File: src/rtl/fifo_read_drain.sv
// Read-side drain controller for an asynchronous FIFO: synchronises EMPTY, issues one R_EN
// pulse per word, and hands captured words to the consumer through a 2-entry skid buffer.
module fifo_read_drain #(
    parameter int unsigned P_DATA_WIDTH   = 8,
    parameter int unsigned P_SYNC_STAGES  = 2,
    parameter int unsigned P_PULSE_CYCLES = 2,
    parameter int unsigned P_CNT_WIDTH    = 16
) (
    input  logic                    CLK,
    input  logic                    RST_n,
    input  logic                    DRAIN_EN,
    input  logic                    FIFO_EMPTY,
    input  logic [P_DATA_WIDTH-1:0] FIFO_DATA,
    output logic                    FIFO_R_EN,
    output logic [P_DATA_WIDTH-1:0] OUT_DATA,
    output logic                    OUT_VALID,
    input  logic                    OUT_READY,
    output logic [P_CNT_WIDTH-1:0]  RD_COUNT,
    output logic                    BUSY
);

    typedef enum logic [1:0] {StIdle, StPulse, StHoldoff} state_e;

    localparam logic [2:0] PulseLast = 3'(P_PULSE_CYCLES - 1);
    localparam logic [2:0] HoldLast  = 3'(P_SYNC_STAGES);

    state_e                    state_q, state_d;
    logic [2:0]                tcnt_q, tcnt_d;
    logic                      r_en_q, r_en_d;
    logic [P_SYNC_STAGES-1:0]  sync_q;
    logic                      empty_s;
    logic                      start;
    logic                      capture;
    logic                      pop;
    logic [1:0]                skid_cnt_q, skid_cnt_d;
    logic [P_DATA_WIDTH-1:0]   head_q, head_d;
    logic [P_DATA_WIDTH-1:0]   tail_q, tail_d;
    logic [P_CNT_WIDTH-1:0]    rd_count_q, rd_count_d;

    // Reset to all ones so EMPTY reads as asserted until the real flag has propagated.
    always_ff @(posedge CLK or negedge RST_n) begin
        if (!RST_n) begin
            sync_q <= '1;
        end else begin
            sync_q <= {sync_q[P_SYNC_STAGES-2:0], FIFO_EMPTY};
        end
    end

    assign empty_s = sync_q[P_SYNC_STAGES-1];

    always_ff @(posedge CLK or negedge RST_n) begin
        if (!RST_n) begin
            state_q <= StIdle;
            tcnt_q  <= '0;
            r_en_q  <= 1'b0;
        end else begin
            state_q <= state_d;
            tcnt_q  <= tcnt_d;
            r_en_q  <= r_en_d;
        end
    end

    always_comb begin
        state_d = state_q;
        tcnt_d  = tcnt_q;
        case (state_q)
            StIdle: begin
                if (start) begin
                    state_d = StPulse;
                    tcnt_d  = '0;
                end
            end
            StPulse: begin
                if (tcnt_q == PulseLast) begin
                    state_d = StHoldoff;
                    tcnt_d  = '0;
                end else begin
                    tcnt_d = tcnt_q + 3'd1;
                end
            end
            StHoldoff: begin
                // Gives the post-pop EMPTY time to traverse the synchroniser.
                if (tcnt_q == HoldLast) begin
                    state_d = StIdle;
                    tcnt_d  = '0;
                end else begin
                    tcnt_d = tcnt_q + 3'd1;
                end
            end
            default: begin
                state_d = StIdle;
                tcnt_d  = '0;
            end
        endcase
        r_en_d = (state_d == StPulse);
    end

    always_comb begin
        start     = DRAIN_EN && !empty_s && (skid_cnt_q != 2'd2);
        capture   = (state_q == StPulse) && (tcnt_q == PulseLast);
        BUSY      = (state_q != StIdle);
        FIFO_R_EN = r_en_q;
    end

    assign pop = (skid_cnt_q != 2'd0) && OUT_READY;

    always_comb begin
        head_d     = head_q;
        tail_d     = tail_q;
        skid_cnt_d = skid_cnt_q;
        rd_count_d = rd_count_q;
        case ({capture, pop})
            2'b10: begin
                if (skid_cnt_q == 2'd0) head_d = FIFO_DATA;
                else                    tail_d = FIFO_DATA;
                skid_cnt_d = skid_cnt_q + 2'd1;
            end
            2'b01: begin
                if (skid_cnt_q == 2'd2) head_d = tail_q;
                skid_cnt_d = skid_cnt_q - 2'd1;
            end
            2'b11: begin
                // Simultaneous push and pop keeps the occupancy and the FIFO order.
                if (skid_cnt_q == 2'd1) begin
                    head_d = FIFO_DATA;
                end else begin
                    head_d = tail_q;
                    tail_d = FIFO_DATA;
                end
            end
            default: ;
        endcase
        if (pop) rd_count_d = rd_count_q + P_CNT_WIDTH'(1);
    end

    always_ff @(posedge CLK or negedge RST_n) begin
        if (!RST_n) begin
            head_q     <= '0;
            tail_q     <= '0;
            skid_cnt_q <= '0;
            rd_count_q <= '0;
        end else begin
            head_q     <= head_d;
            tail_q     <= tail_d;
            skid_cnt_q <= skid_cnt_d;
            rd_count_q <= rd_count_d;
        end
    end

    assign OUT_DATA  = head_q;
    assign OUT_VALID = (skid_cnt_q != 2'd0);
    assign RD_COUNT  = rd_count_q;

endmodule
File: config.mk
export PLATFORM = sky130hd
export DESIGN_NAME = fifo_read_drain
export DESIGN_NICKNAME = d
export VERILOG_FILES = /design/src/rtl/fifo_read_drain.sv
export SDC_FILE = /design/constraint.sdc
export NUM_CORES = 1
export LEC_CHECK = 0
export ABC_AREA = 0
export CORE_MARGIN = 5
export CORE_UTILIZATION = 28
export CTS_BUF_LIST = sky130_fd_sc_hd__clkbuf_4 sky130_fd_sc_hd__clkbuf_8 sky130_fd_sc_hd__clkbuf_16
export DETAILED_ROUTE_END_ITERATION = 10
export DONT_BUFFER_PORTS = 1
export PLACE_DENSITY = 0.43
export SLEW_MARGIN = 20
export SYNTH_ARGS = -nofsm -noshare
export SYNTH_HDL_FRONTEND = slang
export SYNTH_SLANG_ARGS = --single-unit
export TNS_END_PERCENT = 20
File: constraint.sdc
create_clock -name CLK -period 2.8 [get_ports CLK]
set_input_delay 0.42 -clock CLK [delete_from_list [all_inputs] [get_ports CLK]]
set_output_delay 0.42 -clock CLK [all_outputs]
set_load 0.02 [all_outputs]
# Word-level counts from Yosys, hierarchy flattened

Index checks and enable logic that the tools add are counted.

Add/subtract/negate cells: 4
Muxes and demuxes: 16
Reduce and logical (&&, ||, !) cells: 14
Eq/ne operators: 16

Operators by type and width:

| kind                    | number |
|---|---|
| $mux W8                 | 5 |
| $pmux W8 S3             | 1 |
| $add A16 B1 Y16 const B | 1 |
| $pmux W8 S2             | 1 |
| $ne A2 B2 Y1 const B    | 6 |
| $mux W3                 | 3 |
| $pmux W3 S3             | 1 |
| $eq A2 B1 Y1 const B    | 4 |
| $eq A2 B2 Y1 const B    | 4 |
| $reduce_bool A2 Y1      | 4 |
| $mux W2                 | 3 |
| $pmux W2 S3             | 1 |
| $reduce_and A3 Y1       | 2 |
| $logic_and A1 B1 Y1     | 4 |
| $logic_not A2 Y1        | 2 |
| $pmux W2 S2             | 1 |
| $add A3 B1 Y3 const B   | 1 |
| $eq A3 B1 Y1 const B    | 1 |
| $eq A3 B2 Y1 const B    | 1 |
| $reduce_bool A3 Y1      | 1 |
| $add A2 B1 Y2 const B   | 1 |
| $sub A2 B1 Y2 const B   | 1 |
| $logic_not A1 Y1        | 1 |

Input port bits: 13
Output and inout bits: 27
Word-level logic and storage cells: 58
Bits in registers: 42

# Longest topological paths before layout

Depth after elaboration: 6
Mapped depth: 10
Gate-level depth less buffers: 8

# Worst setup path after synthesis

No wires, ideal clock.

Path type: flip-flop to flip-flop
Start point: register skid_cnt_q[0]
End point: register tail_q[0]
Clock period less this slack: 2.073 ns
Slack: 0.727 ns
Cell stages (with the launch flop): 9
Buffers on the path: 1
Data arrival time: 1.948 ns
Cell sequence: dfrtp_1 > inv_1 > ha_1 > nor2b_1 > buf_2 > inv_1 > ha_1 > o211ai_2 > mux2_2

Word-level cells in the longest chain between the ends: 5

Ends and longest elaborated chain:

| item                                                                       | line | source |
|---|---|---|
| from (decl)                                                                | 35   | `logic [1:0] skid_cnt_q, skid_cnt_d;` |
| from (signal assigned)                                                     | 145  | `skid_cnt_q <= skid_cnt_d;` |
| $reduce_bool A2 Y1 (*)                                                     | 105  | `assign pop = (skid_cnt_q != 2'd0) && OUT_READY;` |
| $logic_and A1 B1 Y1 (*)                                                    | 105  |  |
| via pop                                                                    | 34   | `logic pop;` |
| $eq A2 B2 Y1                                                               | 112  | `case ({capture, pop})` |
| $ne A2 B2 Y1 (no source line) / $reduce_bool A2 Y1 (equally long branches) | --   |  |
| $reduce_and A3 Y1 (no source line)                                         | --   |  |
| to (signal assigned)                                                       | 144  | `tail_q <= tail_d;` |
| to (decl)                                                                  | 37   | `logic [P_DATA_WIDTH-1:0] tail_q, tail_d;` |

The timed path passes the listed nets; every way through them passes the cells marked *.
A chain may end at the register's enable or synchronous reset.

# Worst setup path after layout

Start point: register state_q[1]
End point: register head_q[0] (netlist: OUT_DATA[0])

Word-level cells in the longest chain between the ends: 5

Ends and longest elaborated chain:

| item                                                                       | line | source |
|---|---|---|
| from (decl)                                                                | 27   | `state_e state_q, state_d;` |
| from (signal assigned)                                                     | 53   | `state_q <= StIdle;` |
| from (signal assigned)                                                     | 57   | `state_q <= state_d;` |
| $eq A2 B1 Y1 (*)                                                           | 100  | `capture = (state_q == StPulse) && (tcnt_q == PulseLast);` |
| $logic_and A1 B1 Y1 (*)                                                    | 100  |  |
| $eq A2 B1 Y1 / $eq A2 B2 Y1 (equally long branches)                        | 112  |  |
| $ne A2 B2 Y1 (no source line) / $reduce_bool A3 Y1 (equally long branches) | --   |  |
| $reduce_and A3 Y1 (no source line)                                         | --   |  |
| to (signal assigned)                                                       | 138  | `head_q <= '0;` |
| to (signal assigned)                                                       | 143  | `head_q <= head_d;` |
| to (decl)                                                                  | 36   | `logic [P_DATA_WIDTH-1:0] head_q, head_d;` |

Mark *: on every way between the ends. The rest lies on a longest branch, timed or not.

==> results.py <==
metrics = {
    "sta": {
        "finalCritPeriodShare": 0.851,
        "slew_headroom": 0.577,
        "period_minus_slack_ns": 2.38,
        "rsz0062_at_grt": "no",
        "worstMarginPinSlew_ns": 0.635,
        "hold_violations": 0,
        "max_freq_ghz": 0.420,
        "clock_skew_ns": 0.00894,
        "finalSetupViolCount": 0,
        "hold_ws_ns": 0.129,
        "tns_ns": 0,
        "drv_slew": 0,
    },
    "yosys": {
        "syn_area_sq_um": 2060,
        "synth_top_cell_by_area": "dfrtp_1",
        "yosys.area.top_type_share": 0.486,
        "ys_seq_elements": 42,
        "synth_cell_types": 39,
        "synth_nets": 199,
        "syn_inst": 174,
        "synth_warnings": 0,
        "synth.area.top_cells": "dfrtp_1, ha_1, mux2_2",
        "seq_area_frac_synth": 0.511,
        "syn_area_per_cell_sq_um": 11.8,
    },
    "critical_path": {
        "crit_slowest_cell": "a221oi_4",
        "critical-path-max-stage-delay_ns": 0.59,
        "crit_required_ns": 3.02,
        "cp-start-kind": "flop",
        "critPathTopFamily": "compound AO/OA/AOI/OAI gates",
        "path_class": "reg2reg",
        "worst_setup_path_end_kind": "flop",
        "path_cells": "inv_1 -> ha_1 -> and4bb_1 -> inv_1 -> ha_1 -> a221oi_4 -> nor2_1 -> a21oi_1",
        "crit_cells": 8,
        "crit_buf_inv": 2,
        "cp_data_arrival_time_ns": 2.60,
        "path_max_fanout": 16,
        "reg2regPathDepth": 8,
    },
    "min_path": {
        "worstHoldPathType": "in2reg",
        "hold_depth": 0,
    },
    "flow_run": {
        "max-cap-violations": 0,
    },
    "power_and_ir_drop": {
        "p_clk_frac": 0.178,
        "peakVddDrop_mv": 0.276,
        "combPwrFrac": 0.308,
        "switchingPower_uw": 909,
        "p_leak_nw": 1.01,
        "intPower_mw": 1.28,
        "p_sw_frac": 0.416,
        "pwr-share-seq": 0.513,
        "powerDensity_nw_per_um2": 952,
    },
    "floorplanning": {
        "ios": 40,
        "core_sq_um": 7210,
        "die_w_microns": 95.8,
        "rows": 31,
        "die_h_microns": 95.8,
        "die-area_sq_um": 9180,
        "initial_core_util": 0.286,
    },
    "global_routing": {
        "grt_start_max_net_pins": 43,
        "grt_antenna_before_repair": 0,
        "grt_pass1_vias": 1381,
        "grt_pass1_wl_mm": 6.84,
        "grt_usage": 0.0974,
        "grt_overflow": 0,
    },
    "finish": {
        "postLayoutCoreUtil": 0.318,
        "final_cell_mix": "dfrtp_1, nor2_1, a21oi_1",
        "num_antenna_cells": 0,
        "postLayoutCellArea_sq_um": 2300,
        "area_growth_pct": 11.4,
        "final_common_cell": "dfrtp_1",
        "fill_cells": 758,
        "drive_above_1_share": 0.164,
        "nets": 207,
    },
    "routing": {
        "routedWlPerCell_microns": 14.8,
        "wl_mm": 4.17,
        "final_antenna_net_count": 0,
        "first_iter_violations": 57,
        "num_vias": 1277,
        "firstDrtPassIters": 4,
        "drc": 0,
        "viasPerCell": 4.53,
    },
    "run_status": {
        "status": "complete, no violations",
    },
    "place": {
        "placed_area_sq_um": 2180,
        "place_congestion": 0.808,
        "port_buffers": 0,
        "hpwl_mm": 3.12,
    },
    "clock_network": {
        "htree_levels": 2,
        "clk_pin_slew_ns": 0.08,
        "clockBufferDepth": 2,
        "ctsResizeCount": 0,
        "tritoncts": "done",
        "cts_made_buffers": 5,
        "worstSkewPairLatency_ns": 0.29,
        "cts_sinks": 42,
        "post_cts_buffers": 0,
        "clockRootBuffer": "clkbuf_8",
    },
}
-- metal layers --
metal / wire length [microns] / track usage / part of all wire
met1: 1750 / 0.109 / 0.42
met2: 1890 / 0.153 / 0.45
met3: 437 / 0.0524 / 0.10
met4: 87 / 0.0427 / 0.021
met5: 0 / 0 / 0
-- synth_stat cells --
library cell / number
and4_1: 1
nand4_4: 1
a211o_1: 1
o21ai_0: 4
and4_2: 1
a21oi_1: 13
buf_2: 1
nand2_1: 10
and4bb_1: 1
a221oi_4: 1
inv_1: 10
or3b_1: 2
dfstp_2: 2
nand2b_1: 1
nand3_1: 2
a31oi_1: 1
nor4_1: 1
buf_6: 1
nor2_1: 14
o21a_1: 1
o211ai_2: 1
nor4_4: 2
mux2_2: 9
nand3b_1: 2
nor3_1: 1
ha_1: 12
nand4b_1: 1
or2_2: 1
o31ai_1: 2
nand4_1: 2
dfrtp_1: 40
a211oi_2: 1
xor2_1: 6
xnor2_1: 11
a22oi_1: 8
a221oi_1: 1
nor2b_1: 3
o41ai_1: 1
nand3_2: 1
-- through the flow --
step / instances / total power [mW] / worst slack, ns
2_1_floorplan: 174 / 1.64 / 0.727
3_3_place_gp: 272 / 1.77 / 0.614
3_5_place_dp: 272 / 1.80 / 0.469
4_1_cts: 282 / 2.22 / 0.438
5_1_grt: 282 / 2.34 / 0.212
6_report: 282 / 2.18 / 0.418
-- layout make-up --
class | count | area, sq um | area share
Timing Repair Buffer | 3 | 37.5 | 0.0163
Clock buffer | 6 | 76.3 | 0.0332
Multi-Input combinational cell | 120 | 953 | 0.415
Clock inverter | 2 | 13.8 | 0.00599
Tap cell | 99 | 124 | 0.0540
Sequential cell | 42 | 1050 | 0.459
Inverter | 10 | 37.5 | 0.0163
-- final timing paths --
path | startpoint | slack (ns) | end
hold reg to reg | sync_q[0] | 0.36 | sync_q[1]
setup / recovery | state_q[1] | 0.42 | OUT_DATA[0]
setup reg to reg | state_q[1] | 0.42 | OUT_DATA[0]
max in group asynchronous | RST_n | 1.92 | sync_q[1]
min in group asynchronous | RST_n | 0.59 | RD_COUNT[7]
hold / removal | FIFO_EMPTY | 0.13 | sync_q[0]
-- worst register-to-register path, delay by kind of cell, from the launching register on --
family,cells,cell delay [ns]
adders and majority gates,2,0.54
AOI/OAI and AO/OA,2,0.74
buffers and inverters,2,0.23
DFF,1,0.41
and+or+nand+nor,2,0.40
-- power groups by stage --
stage               Sequential, mW  Clock (mW)  Combinational (mW)
detailed placement            1.14           0               0.659
CTS                           1.13       0.416               0.680
floorplan                     1.08           0               0.561
finish                        1.12       0.389               0.674
global placement              1.14           0               0.638
global route                  1.15       0.438               0.755
-- state kept, by name, indices dropped and copies added, names as in the netlist --
name,count
RD_COUNT,16
sync_q,2
FIFO_R_EN,1
OUT_DATA,8
skid_cnt_q,2
tcnt_q,3
state_q,2
tail_q,8
-- kinds of logic (layout without fill, tap and decap cells) --
group | count (synthesis) | in the layout | synth area share
xor gates and xnor gates | 17 | 17 | 0.0723
and+or+nand+nor | 47 | 47 | 0.146
buffers and inverters | 12 | 21 | 0.0261
DFF | 42 | 42 | 0.511
muxes | 9 | 9 | 0.0492
adders and majority gates | 12 | 12 | 0.0729
AOI/OAI and AO/OA | 35 | 35 | 0.122
-- what timing repair did --
action,4_1_cts,5_1_grt
hold buffers,2,0
endpoints found under the setup margin,0,0
endpoints found under the hold margin,42,0
No activity file was read; power rests on OpenSTA's default activity.
